File: config.mk
export PLATFORM = sky130hd
export DESIGN_NAME = iic_slave_rw_flat
export DESIGN_NICKNAME = d
export VERILOG_FILES = /design/src/rtl/iic_slave_rw_if.sv /design/src/rtl/iic_slave_rw.sv /design/src/flat_wrapper.sv
export SDC_FILE = /design/constraint.sdc
export NUM_CORES = 1
export LEC_CHECK = 0
export BUFFER_PORTS_ARGS = -buffer_cell sky130_fd_sc_hd__clkbuf_2
export CAP_MARGIN = 20
export CELL_PAD_IN_SITES_DETAIL_PLACEMENT = 0
export CELL_PAD_IN_SITES_GLOBAL_PLACEMENT = 1
export CORE_MARGIN = 2
export CORE_UTILIZATION = 46
export CTS_BUF_LIST = sky130_fd_sc_hd__clkbuf_4 sky130_fd_sc_hd__clkbuf_8 sky130_fd_sc_hd__clkbuf_16
export DETAILED_ROUTE_END_ITERATION = 8
export PLACE_DENSITY_LB_ADDON = 0.1
export SYNTH_ARGS = -nofsm -noshare
export SYNTH_HDL_FRONTEND = slang
export SYNTH_SLANG_ARGS = --single-unit
File: constraint.sdc
create_clock -name I_clk -period 3 [get_ports I_clk]
set_input_delay 0.6 -clock I_clk [delete_from_list [all_inputs] [get_ports I_clk]]
set_output_delay 0.6 -clock I_clk [all_outputs]
set_load 0.02 [all_outputs]
File: src/rtl/iic_slave_rw_if.sv
// I2C target bus bundle: raw pins, own address and the local register-file port.
//   slave  : view taken by iic_slave_rw
//   master : view taken by whatever drives the pins and serves read data
interface iic_slave_rw_if #(
  parameter int unsigned P_ADDRWIDTH = 16
);
  logic [6:0]             I_device;   // own 7-bit device address
  logic                   I_scl;      // raw SCL pin
  logic                   I_sda;      // raw SDA pin
  logic                   O_sda_oe;   // 1 = pull SDA low
  logic [P_ADDRWIDTH-1:0] O_addr;     // current register address
  logic [7:0]             O_wrdata;   // received write byte
  logic                   O_wrvalid;  // write strobe
  logic                   O_rdreq;    // read request strobe
  logic [7:0]             I_rddata;   // read byte, one cycle after O_rdreq
  logic                   O_busy;     // addressed

  modport slave (
    input  I_device, I_scl, I_sda, I_rddata,
    output O_sda_oe, O_addr, O_wrdata, O_wrvalid, O_rdreq, O_busy
  );

  modport master (
    output I_device, I_scl, I_sda, I_rddata,
    input  O_sda_oe, O_addr, O_wrdata, O_wrvalid, O_rdreq, O_busy
  );
endinterface

File: src/rtl/iic_slave_rw.sv
// I2C target with register addressing: device byte, P_ADDRWIDTH/8 address
// bytes MSB first, then auto-incrementing write or read data bytes.
//   I_clk, I_rst : system clock (>=16x SCL), synchronous active-high reset
//   bus          : pins, own address, register-file port (iic_slave_rw_if.slave)
module iic_slave_rw #(
  parameter int unsigned P_ADDRWIDTH = 16
) (
  input  logic                 I_clk,
  input  logic                 I_rst,
  iic_slave_rw_if.slave        bus
);
  localparam int unsigned AW = P_ADDRWIDTH;
  localparam int unsigned NB = P_ADDRWIDTH / 8;
  localparam int unsigned CW = $clog2(NB + 1);

  typedef enum logic [2:0] {
    S_IDLE, S_DEV, S_DEV_ACK, S_ADDR, S_WR, S_RD
  } state_t;

  // Pin synchronisers plus one delay stage for edge/condition detection.
  logic scl_m_q, scl_s_q, scl_d_q;
  logic sda_m_q, sda_s_q, sda_d_q;

  state_t          state_q, state_d;
  logic [3:0]      bit_cnt_q, bit_cnt_d;
  logic [7:0]      sr_q, sr_d;
  logic [CW-1:0]   byte_cnt_q, byte_cnt_d;
  logic            rw_q, rw_d;
  logic [7:0]      tx_q, tx_d;
  logic            oe_q, oe_d;
  logic [AW-1:0]   addr_q, addr_d;
  logic [7:0]      wrdata_q, wrdata_d;
  logic            wrvalid_q, wrvalid_d;
  logic            rdreq_q, rdreq_d;
  logic            rd_pend_q, rd_pend_d;
  logic            busy_q, busy_d;

  logic       rise, fall, start_cond, stop_cond;
  logic [7:0] rx_byte;

  assign rise       =  scl_s_q & ~scl_d_q;
  assign fall       = ~scl_s_q &  scl_d_q;
  assign start_cond =  scl_s_q &  scl_d_q & ~sda_s_q &  sda_d_q;
  assign stop_cond  =  scl_s_q &  scl_d_q &  sda_s_q & ~sda_d_q;
  assign rx_byte    = {sr_q[6:0], sda_s_q};

  // State and datapath registers.
  always_ff @(posedge I_clk) begin
    if (I_rst) begin
      scl_m_q    <= 1'b1;
      scl_s_q    <= 1'b1;
      scl_d_q    <= 1'b1;
      sda_m_q    <= 1'b1;
      sda_s_q    <= 1'b1;
      sda_d_q    <= 1'b1;
      state_q    <= S_IDLE;
      bit_cnt_q  <= '0;
      sr_q       <= '0;
      byte_cnt_q <= '0;
      rw_q       <= 1'b0;
      tx_q       <= '0;
      oe_q       <= 1'b0;
      addr_q     <= '0;
      wrdata_q   <= '0;
      wrvalid_q  <= 1'b0;
      rdreq_q    <= 1'b0;
      rd_pend_q  <= 1'b0;
      busy_q     <= 1'b0;
    end else begin
      scl_m_q    <= bus.I_scl;
      scl_s_q    <= scl_m_q;
      scl_d_q    <= scl_s_q;
      sda_m_q    <= bus.I_sda;
      sda_s_q    <= sda_m_q;
      sda_d_q    <= sda_s_q;
      state_q    <= state_d;
      bit_cnt_q  <= bit_cnt_d;
      sr_q       <= sr_d;
      byte_cnt_q <= byte_cnt_d;
      rw_q       <= rw_d;
      tx_q       <= tx_d;
      oe_q       <= oe_d;
      addr_q     <= addr_d;
      wrdata_q   <= wrdata_d;
      wrvalid_q  <= wrvalid_d;
      rdreq_q    <= rdreq_d;
      rd_pend_q  <= rd_pend_d;
      busy_q     <= busy_d;
    end
  end

  // Next-state logic. bit_cnt counts SCL rises in a byte: 0..7 data,
  // 8 = ACK slot open, 9 = ACK bit sampled and waiting for its falling edge.
  always_comb begin
    state_d    = state_q;
    bit_cnt_d  = bit_cnt_q;
    sr_d       = sr_q;
    byte_cnt_d = byte_cnt_q;
    rw_d       = rw_q;
    tx_d       = tx_q;
    oe_d       = oe_q;
    addr_d     = addr_q;
    wrdata_d   = wrdata_q;
    wrvalid_d  = 1'b0;
    rdreq_d    = 1'b0;
    rd_pend_d  = rdreq_q;
    busy_d     = busy_q;

    if (wrvalid_q) addr_d = addr_q + AW'(1);

    if (start_cond) begin
      state_d   = S_DEV;
      bit_cnt_d = '0;
      oe_d      = 1'b0;
      rd_pend_d = 1'b0;
    end else if (stop_cond) begin
      state_d   = S_IDLE;
      bit_cnt_d = '0;
      oe_d      = 1'b0;
      rd_pend_d = 1'b0;
      busy_d    = 1'b0;
    end else if (state_q != S_IDLE) begin
      // Read byte arrives one cycle after the request; put its MSB on the bus.
      if (rd_pend_q && state_q == S_RD) begin
        tx_d = bus.I_rddata;
        oe_d = ~bus.I_rddata[7];
      end

      if (rise) begin
        if (bit_cnt_q < 4'd8) begin
          sr_d      = rx_byte;
          bit_cnt_d = bit_cnt_q + 4'd1;
          if (bit_cnt_q == 4'd7) begin
            unique case (state_q)
              S_DEV: begin
                if (rx_byte[7:1] == bus.I_device) begin
                  state_d = S_DEV_ACK;
                  rw_d    = rx_byte[0];
                  busy_d  = 1'b1;
                end else begin
                  state_d = S_IDLE;
                  busy_d  = 1'b0;
                end
              end
              S_ADDR: begin
                addr_d     = (addr_q << 8) | AW'(rx_byte);
                byte_cnt_d = byte_cnt_q - CW'(1);
              end
              S_WR: begin
                wrdata_d  = rx_byte;
                wrvalid_d = 1'b1;
              end
              default: ;
            endcase
          end
        end else if (bit_cnt_q == 4'd8) begin
          bit_cnt_d = 4'd9;
          // Master NACK ends a read burst without advancing the address.
          if (state_q == S_RD && sda_s_q) begin
            state_d   = S_IDLE;
            bit_cnt_d = '0;
            busy_d    = 1'b0;
          end
        end
      end else if (fall) begin
        if (bit_cnt_q == 4'd8) begin
          // ACK slot: we acknowledge, except when reading (master acknowledges).
          oe_d = (state_q != S_RD);
        end else if (bit_cnt_q == 4'd9) begin
          bit_cnt_d = '0;
          oe_d      = 1'b0;
          unique case (state_q)
            S_DEV_ACK: begin
              if (rw_q) begin
                state_d = S_RD;
                rdreq_d = 1'b1;
              end else begin
                state_d    = S_ADDR;
                byte_cnt_d = CW'(NB);
              end
            end
            S_ADDR: if (byte_cnt_q == '0) state_d = S_WR;
            S_RD: begin
              addr_d  = addr_q + AW'(1);
              rdreq_d = 1'b1;
            end
            default: ;
          endcase
        end else if (state_q == S_RD && bit_cnt_q != 4'd0) begin
          tx_d = tx_q << 1;
          oe_d = ~tx_q[6];
        end
      end
    end
  end

  assign bus.O_sda_oe  = oe_q;
  assign bus.O_addr    = addr_q;
  assign bus.O_wrdata  = wrdata_q;
  assign bus.O_wrvalid = wrvalid_q;
  assign bus.O_rdreq   = rdreq_q;
  assign bus.O_busy    = busy_q;
endmodule

File: src/flat_wrapper.sv
// flat-port wrapper written by rule: the top's interface ports become plain ports
module iic_slave_rw_flat 
#(
  parameter int unsigned P_ADDRWIDTH = 16
)
  (I_clk, I_rst, bus_I_device, bus_I_scl, bus_I_sda, bus_I_rddata, bus_O_sda_oe, bus_O_addr, bus_O_wrdata, bus_O_wrvalid, bus_O_rdreq, bus_O_busy);
  iic_slave_rw_if #(.P_ADDRWIDTH(P_ADDRWIDTH)) bus_i ();
  input  logic I_clk;
  input  logic I_rst;
  input wire logic [$bits(bus_i.I_device)-1:0] bus_I_device;
  input wire logic [$bits(bus_i.I_scl)-1:0] bus_I_scl;
  input wire logic [$bits(bus_i.I_sda)-1:0] bus_I_sda;
  input wire logic [$bits(bus_i.I_rddata)-1:0] bus_I_rddata;
  output wire logic [$bits(bus_i.O_sda_oe)-1:0] bus_O_sda_oe;
  output wire logic [$bits(bus_i.O_addr)-1:0] bus_O_addr;
  output wire logic [$bits(bus_i.O_wrdata)-1:0] bus_O_wrdata;
  output wire logic [$bits(bus_i.O_wrvalid)-1:0] bus_O_wrvalid;
  output wire logic [$bits(bus_i.O_rdreq)-1:0] bus_O_rdreq;
  output wire logic [$bits(bus_i.O_busy)-1:0] bus_O_busy;
  assign bus_i.I_device = bus_I_device;
  assign bus_i.I_scl = bus_I_scl;
  assign bus_i.I_sda = bus_I_sda;
  assign bus_i.I_rddata = bus_I_rddata;
  assign bus_O_sda_oe = bus_i.O_sda_oe;
  assign bus_O_addr = bus_i.O_addr;
  assign bus_O_wrdata = bus_i.O_wrdata;
  assign bus_O_wrvalid = bus_i.O_wrvalid;
  assign bus_O_rdreq = bus_i.O_rdreq;
  assign bus_O_busy = bus_i.O_busy;
  iic_slave_rw #(.P_ADDRWIDTH(P_ADDRWIDTH)) u_core (.I_clk(I_clk), .I_rst(I_rst), .bus(bus_i));
endmodule
### Word-level counts from Yosys, hierarchy flattened

Cells that the tools add are included.

| storage, ports and cells | value |
|---|---|
| input bits | 19 |
| register bits after elaboration | 60 |
| output and inout port bits | 28 |

| operators by class | value |
|---|---|
| order comparisons | 1 |
| reduce and logical (&&, ||, !) cells | 30 |
| add/sub/neg operators | 3 |
| bitwise operators | 22 |
| multiplexer cells | 68 |
| equal/unequal tests | 28 |

Operator list:

| kind | count |
|---|---|
| 16-bit 2-to-1 mux | 12 |
| 8-bit 2-to-1 mux | 6 |
| 3-bit 2-to-1 mux | 11 |
| 4-bit 2-to-1 mux | 7 |
| 1-bit 2-to-1 mux | 20 |
| 2-bit 2-to-1 mux | 10 |
| 5-bit inequality test (second input constant) | 4 |
| 10-bit AND reduction | 2 |
| 16-bit by 1-bit adder with 16-bit output (second input constant) | 1 |
| 16-bit by 8-bit OR with 16-bit output | 1 |
| 3-bit inequality test (second input constant) | 5 |
| 3-bit nonzero test | 5 |
| 1-bit NOT | 14 |
| 7-bit AND reduction | 2 |
| 4-bit nonzero test | 3 |
| 11-bit AND reduction | 1 |
| 5-bit AND reduction | 2 |
| 2-bit nonzero test | 5 |
| 4-bit equality test (second input constant) | 2 |
| 2-bit inequality test (second input constant) | 4 |
| 8-bit AND reduction | 1 |
| 8-bit OR reduction | 1 |
| 1-bit bitwise AND | 7 |
| 7-bit equality test | 1 |
| 20 further kinds | 25 |

### Longest topological paths before layout

| depth | value |
|---|---|
| depth after elaboration | 10 |
| gate-level depth with buffers | 9 |

### Least setup slack after synthesis

No wires, ideal clock.

| timing | value |
|---|---|
| kind | register -> register |
| from | register u_core.bit_cnt_q[0] |
| to | register u_core.addr_q[13] (netlist: u_core.bus.O_addr[13]) |
| setup slack | 1.018 ns |
| setup time | 0.134 ns |
| path buffers | 2 |
| stages on the path, launching flop included | 10 |
| data arrival time | 1.848 ns |
| path through | dfxtp_1 -> inv_1 -> ha_1 -> nor4bb_1 -> buf_2 -> and3_1 -> o21a_1 -> or2_0 -> clkbuf_1 -> o221ai_1 |

| on the way | value |
|---|---|
| cells in the longest elaborated chain, start to end | 8 |
| elaborated cells on any way between the ends | 13 |
| classes of those cells | 1 x order compare; 3 x eq/ne; 9 x mux |

RTL lines:

| item | line | RTL |
|---|---|---|
| from (decl) | iic_slave_rw.sv:25 | `logic [3:0] bit_cnt_q, bit_cnt_d;` |
| from (signal assigned) | iic_slave_rw.sv:77 | `bit_cnt_q <= bit_cnt_d;` |
| 4-bit equality test | iic_slave_rw.sv:169 | `end else if (bit_cnt_q == 4'd9) begin` |
| 16-bit 2-to-1 mux | iic_slave_rw.sv:169 |  |
| 16-bit 2-to-1 mux | iic_slave_rw.sv:166 | `if (bit_cnt_q == 4'd8) begin` |
| 16-bit 2-to-1 mux | iic_slave_rw.sv:165 | `end else if (fall) begin` |
| 16-bit 2-to-1 mux (*) | iic_slave_rw.sv:129 | `if (rise) begin` |
| 16-bit 2-to-1 mux (*) | iic_slave_rw.sv:122 | `end else if (state_q != S_IDLE) begin` |
| 16-bit 2-to-1 mux (*) | iic_slave_rw.sv:116 | `end else if (stop_cond) begin` |
| 16-bit 2-to-1 mux (*) | iic_slave_rw.sv:111 | `if (start_cond) begin` |
| to (signal assigned) | iic_slave_rw.sv:83 | `addr_q <= addr_d;` |
| to (decl) | iic_slave_rw.sv:31 | `logic [AW-1:0] addr_q, addr_d;` |

Mark *: on every way between the ends. The rest lies on a longest branch, timed or not.
A chain may end at the register's enable or synchronous reset.

### Worst setup path in the final report

| timing | value |
|---|---|
| from | register u_core.bit_cnt_q[0] |
| to | register u_core.addr_q[15] (netlist: u_core.bus.O_addr[15]) |

The elaborated chain is that of the path after synthesis.

==> results.txt <==
Die X: 91.3 um
Vias per cell: 5.80
Largest cells by area after synthesis: dfxtp_1 (34%), mux2i_1 (5.1%), a21oi_1 (4.3%)
Gr usage total: 23.0%
Setup TNS Final: 0 ns
Final-report setup violation count: 0
Clock Latency Late Sink: 0.33 ns
Total congestion overflow: 0
CP endpoint kind: register
Largest net degree at the start of global routing: 35
Core Region: 7330 um^2
Initial Util: 47.9%
Synth cell types: 63
Pwr/cell area: 433 nW/um^2
Most instantiated cells after synthesis: dfxtp_1 (59), nand2_1 (34), nor2_1 (33)
Max incr delay on CP: 0.42 ns
Switching share of total power: 22.6%
Final Cycle Share: 78.9%
Drt pass-1 iters: 5
Routed Antenna Nets: 0
Via count: 3302
Status: completed
CTS sink cnt: 59
Leak pwr: 1.61 nW
WP buf/inv: 2
Mapped Avg Cell Area: 8.20 um^2
Data required, critical path: 3.20 ns
Area of the multi-input gates: 2150 um^2
Syn Std Cell Area: 3510 um^2
FILL cells: 712
Ys flop type: dfxtp_1
Max frequency: 0.422 GHz
Antenna cells: 0
Rel. slew slack: 53.5%
Slowest library cell on the worst path: dfxtp_1
Layout cell share with drive strength beyond 1: 18.1%
Overall die area: 8340 um^2
R2r setup slk: 0.63 ns
Critical path peak fanout: 9
Hold Path Class: register to register
Reg2reg end: u_core.bus.O_addr[15]
Post-synth ARST share: 0%
Skew final: 0.00906 ns
FF-to-FF path depth: 8
CP Launch Type: register
PnR Total Power: 1.73 mW
Dpl hpwl: 6.78 mm
Final-stage net count: 492
Final Max Slew Viols: 0
Initial DRC count: 283
Count leader, synth: dfxtp_1
Area share of the largest cell type after synthesis: 33.7%
IO Count: 47
Worst setup path start: u_core.bit_cnt_q[0]
Number of global-route vias before repair: 3000
Max-cap check violation count: 0
Cts bufs inserted: 9
Number of remaining DRC errors: 0
Comb power frac: 5.3%
TritonCTS clock tree: done
Syn Nets: 455
Crit path depth: 8
Post-synth top area cell: dfxtp_1
Hold-fix buffers at CTS: 0
Setup bufs post-CTS: 0
P&R area growth vs syn: 14.3%
Gate Count Post-Synth: 428
H-Tree Depth: 3
Final GP Congestion: 0.830
Seq pwr share: 45.8%
VDD IR max: 0.289 mV
Row count: 31
Fin. Hold Viols: 0
Internal power: 1.34 mW
Setup Crit Path Kind: register to register
Clock Path Buffers: 2
Worst slew pin tran: 0.692 ns
Buffers on Ports: 46
Clock-pin slew on the worst setup and hold paths: 0.07 ns
End of the critical path: u_core.bus.O_addr[15]
Reg area: 1180 um^2
WL final: 9.33 mm
Fin crit period: 2.37 ns
Root Driver: clkbuf_8
FF+latch count, synth: 59
Yosys Warn Count: 0
EDFF count, synth: 0
RSZ-0062 raised after global routing: no
Sequential cell area fraction in the yosys report: 33.7%
CP arrival: 2.57 ns
Reg-to-Reg Start: u_core.bit_cnt_q[0]
Clock power frac: 48.9%
Critical path, cell by cell: inv_1 > ha_1 > nor4bb_1 > buf_4 > and3_1 > o21a_1 > or2_0 > o221ai_1
Switch Pwr: 0.392 mW
Antenna violations before repair: 0
First-pass GRT wire length: 15.4 mm
Die height: 91.3 um
Post-cts gate resize count: 0
Delay-heaviest family, CP: simple AND/OR/NAND/NOR gates
Drt wl/cell: 16.4 um
how the worst min path moves through the flow:
stage	startpoint	end	slack [ns]	depth (start not counted)
2_1_floorplan	u_core.scl_m_q	u_core.scl_s_q	0.39	1
3_3_place_gp	u_core.scl_m_q	u_core.scl_s_q	0.39	1
3_5_place_dp	u_core.sda_m_q	u_core.sda_s_q	0.40	1
4_1_cts	u_core.sda_m_q	u_core.sda_s_q	0.41	1
5_1_grt	bus_I_scl	u_core.scl_m_q	0.43	2
6_report	u_core.sda_m_q	u_core.sda_s_q	0.41	1
metal layers:
metal	part of all wire, %	vias up	track usage [%]
li1	-	1619	-
met1	51	1597	34.2
met2	44	78	33.8
met3	4.1	8	4.56
met4	0.77	0	6.06
met5	0	-	0
state kept, by name, summed over array words and instances, names as in the netlist, 2 cells and up:
| register | cells |
|---|---|
| u_core.bus.O_addr | 16 |
| u_core.bus.O_wrdata | 8 |
| u_core.sr_q | 7 |
| u_core.tx_q | 7 |
| u_core.bit_cnt_q | 4 |
| u_core.state_q | 3 |
| u_core.byte_cnt_q | 2 |
cell type report:
cell class	count	share of cell area (%)
Inverter	12	1.12
Timing Repair Buffer	53	7.05
Multi-Input combinational cell	330	53.5
Sequential cell	59	29.5
Tap cell	99	3.09
Clock buffer	12	3.96
Clock inverter	4	1.81
power groups by stage:
stage                     clock (mW)  sequential, mW  combinational [mW]
after floorplan                    0           0.811              0.0586
after global placement             0           0.812              0.0906
after detailed placement           0           0.813              0.0912
after CTS                      0.863           0.795              0.0914
after global routing           0.898           0.796               0.101
final                          0.848           0.795              0.0918
cells in the final DEF (no fill, tap or decap), types with 9 or more instances in the layout:
cell type and instances:
clkbuf_8 11, and3_1 9, nor3_1 14, nand3_1 12, nand2_1 34, a21oi_1 30, mux2i_1 18, o21ai_0 30
xor2_1 15, dfxtp_1 59, xnor2_1 14, nor2_1 33, or3_1 10, inv_1 11, clkbuf_2 46
per-stage QoR:
step / instances / utilization (%) / worst slack, ns / cell area, um^2 / hold slack, ns
6_report: 569 / 54.7 / 0.633 / 4010 / 0.408
2_1_floorplan: 428 / - / 1.02 / 3510 / 0.389
3_5_place_dp: 553 / 51.5 / 0.702 / 3780 / 0.396
3_3_place_gp: 553 / 51.5 / 0.745 / 3780 / 0.394
5_1_grt: 569 / 54.7 / 0.402 / 4010 / 0.425
4_1_cts: 569 / 54.7 / 0.680 / 4010 / 0.411
kinds of logic (layout without fill, tap and decap cells):
family | count (synthesis) | in the layout | share of synthesized area (%)
simple gates | 162 | 162 | 24.5
compound gates | 111 | 111 | 20.8
mux | 20 | 20 | 5.78
buf+inv | 39 | 81 | 5.20
xor+xnor | 29 | 29 | 7.24
fa+ha+maj | 8 | 8 | 2.85
flops | 59 | 59 | 33.7
Power figures use the tool's default switching activity.
